--- src/rtl/bus_timer_pkg.sv ---
// Shared constants for bus_timer: register offsets, CTRL bit positions and FSM encoding.
// Optional auto-reload support is selected by the BUS_TIMER_AUTORELOAD_EN macro in bus_timer.sv.
package bus_timer_pkg;

    localparam logic [1:0] TMR_CTRL   = 2'd0;
    localparam logic [1:0] TMR_PRESET = 2'd1;
    localparam logic [1:0] TMR_COUNT  = 2'd2;
    localparam logic [1:0] TMR_RSVD   = 2'd3;

    localparam int CTRL_EN      = 0;
    localparam int CTRL_MODE_LO = 1;
    localparam int CTRL_IM      = 3;

    localparam logic [1:0] ST_IDLE = 2'd0;
    localparam logic [1:0] ST_LOAD = 2'd1;
    localparam logic [1:0] ST_CNT  = 2'd2;
    localparam logic [1:0] ST_INT  = 2'd3;

endpackage

--- src/rtl/bus_timer_byte_merge.sv ---
// byte_merge: combinational byte-lane merge of a store into an existing word.
// Bit i takes the new value when the byte lane holding it (i/8) is enabled.
module byte_merge #(
    parameter int W  = 32,
    parameter int NB = (W + 7) / 8
) (
    input  logic [W-1:0]  old_i,
    input  logic [W-1:0]  new_i,
    input  logic [NB-1:0] byteen_i,
    output logic [W-1:0]  merged_o
);

    for (genvar i = 0; i < W; i++) begin : g_bit
        assign merged_o[i] = byteen_i[i / 8] ? new_i[i] : old_i[i];
    end

endmodule

--- src/rtl/bus_timer.sv ---
// bus_timer: memory-mapped countdown timer on the CPU data-memory port, with interrupt on expiry.
// Define BUS_TIMER_AUTORELOAD_EN to store CTRL.MODE and enable auto-reload (MODE 2'b01).
module bus_timer
    import bus_timer_pkg::*;
#(
    parameter logic [31:0] BASE_ADDR = 32'h0000_7F00
) (
    input  logic        clk,
    input  logic        reset_n,
    input  logic [31:0] m_data_addr,
    input  logic [31:0] m_data_wdata,
    input  logic [3:0]  m_data_byteen,
    output logic        hit,
    output logic [31:0] rdata,
    output logic        irq,
    output logic [1:0]  dbg_state_o
);

    // Bus access is single-cycle with no backpressure: a store is taken on every edge
    // where hit & |m_data_byteen, and loads are answered combinationally in the same cycle.
    logic        wr_en, wr_ctrl, wr_preset;
    logic [1:0]  state_q, state_d;
    logic        en_q, en_d, im_q, im_d;
    logic [1:0]  mode_q;
    logic        auto_reload;
    logic [31:0] preset_q, preset_d, preset_new;
    logic [31:0] count_q, count_d;
    logic        pending_q, pending_d, irq_q;
    logic [3:0]  ctrl_rd, ctrl_new;
    logic        unused_addr;

    assign hit         = (m_data_addr[31:4] == BASE_ADDR[31:4]);
    assign wr_en       = hit & (|m_data_byteen);
    assign wr_ctrl     = wr_en && (m_data_addr[3:2] == TMR_CTRL);
    assign wr_preset   = wr_en && (m_data_addr[3:2] == TMR_PRESET);
    assign unused_addr = ^m_data_addr[1:0];
    assign irq         = irq_q;
    assign dbg_state_o = state_q;

    always_comb begin
        ctrl_rd = '0;
        ctrl_rd[CTRL_EN] = en_q;
        ctrl_rd[CTRL_MODE_LO +: 2] = mode_q;
        ctrl_rd[CTRL_IM] = im_q;
    end

    byte_merge #(.W(4)) u_ctrl_merge (
        .old_i    (ctrl_rd),
        .new_i    (m_data_wdata[3:0]),
        .byteen_i (m_data_byteen[0:0]),
        .merged_o (ctrl_new)
    );

    byte_merge #(.W(32)) u_preset_merge (
        .old_i    (preset_q),
        .new_i    (m_data_wdata),
        .byteen_i (m_data_byteen),
        .merged_o (preset_new)
    );

`ifdef BUS_TIMER_AUTORELOAD_EN
    logic [1:0] mode_d;
    assign mode_d      = wr_ctrl ? ctrl_new[CTRL_MODE_LO +: 2] : mode_q;
    assign auto_reload = (mode_q == 2'b01);

    always_ff @(posedge clk or negedge reset_n) begin
        if (!reset_n) begin
            mode_q <= 2'b00;
        end else begin
            mode_q <= mode_d;
        end
    end
`else
    logic unused_mode;
    assign mode_q      = 2'b00;
    assign auto_reload = 1'b0;
    assign unused_mode = ^ctrl_new[CTRL_MODE_LO +: 2];
`endif

    always_comb begin
        rdata = '0;
        if (hit) begin
            case (m_data_addr[3:2])
                TMR_CTRL:   rdata = {28'd0, ctrl_rd};
                TMR_PRESET: rdata = preset_q;
                TMR_COUNT:  rdata = count_q;
                default:    rdata = '0;
            endcase
        end
    end

    always_comb begin
        state_d   = state_q;
        en_d      = en_q;
        im_d      = im_q;
        preset_d  = preset_q;
        count_d   = count_q;
        pending_d = pending_q;

        if (wr_preset) begin
            preset_d = preset_new;
        end
        if (wr_ctrl) begin
            en_d = ctrl_new[CTRL_EN];
            im_d = ctrl_new[CTRL_IM];
        end
        if (!auto_reload && (wr_ctrl || wr_preset)) begin
            pending_d = 1'b0;
        end

        // A PRESET of 0 falls into the expiry branch on the first CNT cycle, same as 1.
        case (state_q)
            ST_IDLE: begin
                if (en_q) state_d = ST_LOAD;
            end
            ST_LOAD: begin
                count_d = preset_q;
                state_d = ST_CNT;
            end
            ST_CNT: begin
                if (!en_q) begin
                    state_d = ST_IDLE;
                end else if (count_q > 32'd1) begin
                    count_d = count_q - 32'd1;
                end else begin
                    count_d   = '0;
                    pending_d = 1'b1;
                    state_d   = ST_INT;
                end
            end
            ST_INT: begin
                if (auto_reload) begin
                    pending_d = 1'b0;
                    state_d   = ST_LOAD;
                end else begin
                    state_d = ST_IDLE;
                    if (!wr_ctrl) en_d = 1'b0;
                end
            end
            default: state_d = ST_IDLE;
        endcase
    end

    always_ff @(posedge clk or negedge reset_n) begin
        if (!reset_n) begin
            state_q   <= ST_IDLE;
            en_q      <= 1'b0;
            im_q      <= 1'b0;
            preset_q  <= '0;
            count_q   <= '0;
            pending_q <= 1'b0;
            irq_q     <= 1'b0;
        end else begin
            state_q   <= state_d;
            en_q      <= en_d;
            im_q      <= im_d;
            preset_q  <= preset_d;
            count_q   <= count_d;
            pending_q <= pending_d;
            irq_q     <= pending_d & im_d;
        end
    end

endmodule

--- config.mk ---
export PLATFORM = sky130hd
export DESIGN_NAME = bus_timer
export DESIGN_NICKNAME = d
export VERILOG_FILES = /design/src/rtl/bus_timer_pkg.sv /design/src/rtl/bus_timer_byte_merge.sv /design/src/rtl/bus_timer.sv
export SDC_FILE = /design/constraint.sdc
export NUM_CORES = 1
export LEC_CHECK = 0
export ABC_AREA = 1
export CORE_MARGIN = 4
export CORE_UTILIZATION = 55
export CTS_CLUSTER_SIZE = 8
export DETAILED_ROUTE_END_ITERATION = 8
export GPL_TIMING_DRIVEN = 0
export PLACE_DENSITY_LB_ADDON = 0.15
export SYNTH_ARGS = -nofsm -noshare
export SYNTH_HDL_FRONTEND = slang
export SYNTH_SLANG_ARGS = --single-unit
--- constraint.sdc ---
create_clock -name clk -period 3.1 [get_ports clk]
set_input_delay 0.62 -clock clk [delete_from_list [all_inputs] [get_ports clk]]
set_output_delay 0.62 -clock clk [all_outputs]
set_load 0.01 [all_outputs]
# Word level (Yosys, flattened, before mapping)
# Cells that the tools add are included.
[totals] reg_bits=70 latch_bits=0 ramBits=0 mem_bits_ro=0 inputBits=70 out_inout_bits=36 elab_cells=55 memories=0
[op_classes] add_sub_neg=1 mul=0 div_mod_pow=0 magnitude_cmp=1 eq_ne=9 shifts=0 muxes=19 n_bitwise=2 reduce_logical=13
[op_table] cell="2-to-1 mux 32 bit" n=3
[op_table] cell="one-hot mux 32 bit (3 select lines)" n=1
[op_table] cell="one-hot mux 32 bit (2 select lines)" n=1
[op_table] cell="greater-than comparator 32 x 1 -> 1 bit (second input constant)" n=1
[op_table] cell="subtractor 32 x 1 -> 32 bit (second input constant)" n=1
[op_table] cell="== test 28 x 11 -> 1 bit (second input constant)" n=1
[op_table] cell="AND reduction 2 bit" n=6
[op_table] cell="2-to-1 mux 1 bit" n=10
[op_table] cell="one-hot mux 2 bit (4 select lines)" n=1
[op_table] cell="== test 2 bit (second input constant)" n=3
[op_table] cell="2-to-1 mux 2 bit" n=3
[op_table] cell="== test 2 x 1 -> 1 bit (second input constant)" n=2
[op_table] cell="zero test 2 bit" n=2
[op_table] cell="!= test 2 bit (second input constant)" n=2
[op_table] cell="OR reduction 4 bit" n=1
[op_table] cell="!= test 3 bit (second input constant)" n=1
[op_table] cell="AND 1 bit" n=2
[op_table] cell="logical AND 1 bit" n=2
[op_table] cell="nonzero test 2 bit" n=1
[op_table] cell="logical OR 1 bit" n=1

# Depth between registers and ports, before layout
[logic_depth] depth_word=9 ltp_mapped=11 depth_no_buf=11

# Cells and area by module
# A second synthesis with hierarchy kept.
[unflattened] cells_unflattened=824 hier_area_um2=5342.6
[modules_own_cells] mod="bus_timer" n_inst=1 cells_each=707 area_each_um2=4873.4 seq_area_each_um2=1751.7
[modules_own_cells] mod="byte_merge (u_preset_merge)" n_inst=1 cells_each=104 area_each_um2=420.4 seq_area_each_um2=0.0
[modules_own_cells] mod="byte_merge (u_ctrl_merge)" n_inst=1 cells_each=13 area_each_um2=48.8 seq_area_each_um2=0.0

# Worst setup path after synthesis
# No wires, ideal clock.
[synth_timing] path_kind="input to output" start="input m_data_addr[21]" end="output rdata[22]" arrival_ps=1792 required_ps=2480 slack_ps=688 stages=6 path_buffers=1 path_cell_list="nor2_1 -> nand4_1 -> nor3_4 -> inv_1 -> buf_2 -> a21oi_1"
[synth_via] elab_chain_cells=2
[synth_rtl] element="start, declared" line="bus_timer.sv:10" text="input logic [31:0] m_data_addr,"
[synth_rtl] element="== test 28 x 11 -> 1 bit" line="bus_timer.sv:32" text="assign hit = (m_data_addr[31:4] == BASE_ADDR[31:4]);"
[synth_rtl] element="named net hit" line="bus_timer.sv:13" text="output logic hit,"
[synth_rtl] element="2-to-1 mux 32 bit" line="bus_timer.sv:82" text="if (hit) begin"
[synth_rtl] element="end, declared" line="bus_timer.sv:14" text="output logic [31:0] rdata,"
# The timed path passes the listed nets, and every way through them passes these cells.

# Worst setup path in the final report
[layout_timing] start="input m_data_addr[3]" end="output rdata[3]"
[layout_via] elab_chain_cells=3 elab_cells_between_ends=5 classes_between="2 x eq/ne; 2 x mux; 1 x reduce/logical"
[layout_rtl] element="== test 2 bit (tied with other cells)" line="bus_timer.sv:83" text="case (m_data_addr[3:2])"
[layout_rtl] element="one-hot mux 32 bit (3 select lines) (*)" line="bus_timer.sv:83"
[layout_rtl] element="2-to-1 mux 32 bit (*)" line="bus_timer.sv:82"
# Every way passes the cells marked *; elsewhere a longest branch is shown, timed or not.

==> results.cfg <==
[logic_synthesis]
synthesis.nets = 783
yosys_register_bits = 70
yosysTopAreaCellShare = 0.382
synth_cell_type_count = 29
synth.area.top_cells = dfrtp_1, nand2_1, nor2_1
ys_seq_area_frac = 0.382
synth.avg_cell_area_um2 = 6.46
netlist_instances = 711
ys_warn_count = 0
syn-cell-area_um2 = 4590
synth_top_area_cell = dfrtp_1

[pwr]
p_int_mw = 1.47
comb_power_share = 0.084
finalPower_mw = 1.97
p_seq_frac = 0.466
power_leakage_nw = 2.80
power_density_nw_per_um2 = 328
power_frac_clock = 0.449
swShare = 0.251
ir_drop_mv = 0.291
p_switching_uw = 494

[timing]
setup_viol = 0
skew_ns = 0.0135
slew_headroom = 0.387
worst_slack_ns = 0.111
timing.fmax_mhz = 335
period_minus_slack_ns = 2.99
fin_crit_sh = 0.964
tightest_slew_ns = 0.920
tns_ns = 0
drv_slew = 0
rsz0062_at_grt = false
report.final.hold_viol_count = 0

[die]
die_area_um2 = 9870
num_io_pins = 106
core_region_area_um2 = 8180
fp-row-count = 33
initial_utilization = 0.562
fp.dieW_um = 99.4
fp.dieH_um = 99.4

[drt]
wl_met3_um = 1200
top_layer_used = met4
wl_met2_um = 7210
drc = 1
ant_nets = 0
drtIter0Drc = 458
first_pass_iters = 7
wl_met1_um = 6090
finalWirelength_um = 14900
avgRoutedWirePerCell_um = 15.9
vias = 5264
routed_via_density = 5.62

[cells_and_area]
regArea_um2 = 1750
multi_input_area_um2 = 2480
antenna_cells = 0
area_growth_pct = 30.6
fillers = 652
instances_no_fill = 936
final_nets = 898
drive_above_1_share = 0.0734

[clock_tree]
clk_path_buf_depth = 2
htree_num_levels = 3
cts.sink_count = 70
cts_buffers = 9
cts.clk_slew.worst_paths_ns = 0.09
clkLatencyLatePin_ns = 0.36
cts_tree = yes
clockRootBuffer = clkbuf_8
hold_buffers = 0

[worst_setup_path]
criticalPathCategory = in2out
endpoint_kind = primary output
slowest_stage = clkdlybuf4s50_1
start_kind = input pin
worst_ep_required_time_ns = 2.48
path_buf_inv = 4
rrSetupSlack_ns = 0.99
cpPeakStageDelay_ns = 0.59
critPathMaxFanout = 10
reg2reg_to = count_q[26]
reg2reg_from = count_q[0]
path_cells = clkdlybuf4s50_1, inv_1, nor2_2, clkbuf_4, nand2_1, a31oi_1, dlygate4sd2_1
worstPathArrival_ns = 2.37
crit_family = buffers and inverters
reg2regPathDepth = 10

[global_routing]
track_usage = 0.303
grt_pass1_wl_um = 23900
antenna_found_initial = 0
grt_pass1_vias = 5080
overflow = 0
grt_max_degree = 71

[place]
port_buffers = 103
place_hpwl_um = 11000
dpl.cell_count = 919
post-place-ws_ns = -0.537
gp_congestion = 0.963

[min_path]
hold_class = in2async

[status]
status = finished, violations left
violations = DRC

[job]
maxCapViolCount = 0
[cell families (layout without fill, tap and decap cells)]
logic type      Yosys count  in the layout  share of synthesized area
xor+xnor                  4              4                    0.00763
flops                    70             70                      0.382
compound gates          119            119                      0.136
buf+inv                  90            210                     0.0829
simple gates            425            425                      0.385
mux                       1              1                    0.00218
fa+ha+maj                 2              2                    0.00545
[cell type report]
type | count | share of cell area
repair buffers | 104 | 0.167
inverters | 67 | 0.0420
clock buffers | 9 | 0.0207
plain buffers | 23 | 0.0251
multi-input cells | 551 | 0.413
well taps | 105 | 0.0219
clock inverters | 7 | 0.0175
flip-flops and latches | 70 | 0.292
[worst max path at each step]
stage	start	to	cells after the start
3_3_place_gp	reset_n	preset_q[18]	1
6_report	m_data_addr[3]	rdata[3]	7
5_1_grt	m_data_addr[11]	rdata[29]	11
4_1_cts	m_data_addr[11]	rdata[19]	11
3_5_place_dp	m_data_addr[2]	rdata[11]	8
2_1_floorplan	m_data_addr[21]	rdata[22]	6
[power groups by stage]
stage          logic (mW)  clock network (mW)  registers (mW)
3_3_place_gp        0.157                   0           0.935
6_report            0.166               0.883           0.916
5_1_grt             0.180               0.927           0.917
3_5_place_dp        0.161                   0           0.934
4_1_cts             0.165               0.879           0.916
2_1_floorplan      0.0421                   0           0.934
[worst reg2reg max path, cell delays in order (launching register included)]
cell,delay (ns)
dfrtp_1,0.43
inv_1,0.12
ha_1,0.26
nand3_4,0.11
nor2_1,0.33
nand2_1,0.20
nor2_1,0.23
nand2_1,0.08
nand2_1,0.07
nand3_1,0.10
a21oi_1,0.13
[registers in the layout, indices dropped and copies added (netlist names)]
signal	cells
irq	1
pending_q	1
count_q	32
im_q	1
preset_q	32
dbg_state_o	2
en_q	1
[cells in the mapped netlist, drive strengths merged]
library cell	number
a31oi	1
nand3	47
and2	4
nand4	8
buf	12
nand2	239
inv	67
o21ai	43
nor2	118
or2	3
a221oi	1
xor2	2
ha	2
mux2i	1
clkbuf	11
o211ai	1
o21bai	8
xnor2	2
nor3	6
a21oi	65
dfrtp	70
[stage by stage]
stage                     utilization  hold slack (ns)  cell area [µm²]
final                           0.733            0.377             5990
after global routing            0.733            0.452             5990
after CTS                       0.731            0.414             5970
after detailed placement        0.703            0.460             5750
after global placement          0.704            0.455             5750
after floorplan                     -            0.324             4590
[layout by cell type (no fill, tap or decap), drive strengths merged]
master,netlist,layout
clkinv,0,1
nand3,47,47
nand4,8,8
o211ai,1,1
dfrtp,70,70
o21ai,43,43
clkdlybuf4s50,0,68
clkinvlp,0,1
xnor2,2,2
dlygate4sd2,0,14
a221oi,1,1
and2,4,4
a31oi,1,1
nand2,239,239
buf,12,14
bufinv,0,2
nor2,118,118
clkbuf,11,24
nor3,6,6
ha,2,2
or2,3,3
a21oi,65,65
clkdlybuf4s15,0,15
xor2,2,2
o21bai,8,8
inv,67,70
mux2i,1,1
dlymetal6s2s,0,1
[repair_timing]
action | in CTS | in global routing
buffers inserted | 1 | 0
resized for setup | 50 | 28
endpoints found under the setup margin | 32 | 31
pin swaps | 1 | 1
[layer usage]
layer / vias up / global-route usage
met4: 0 / 0.0998
met3: 44 / 0.0491
met1: 2465 / 0.392
li1: 2492 / -
met2: 263 / 0.517
met5: - / 0
Power figures use the tool's default switching activity.
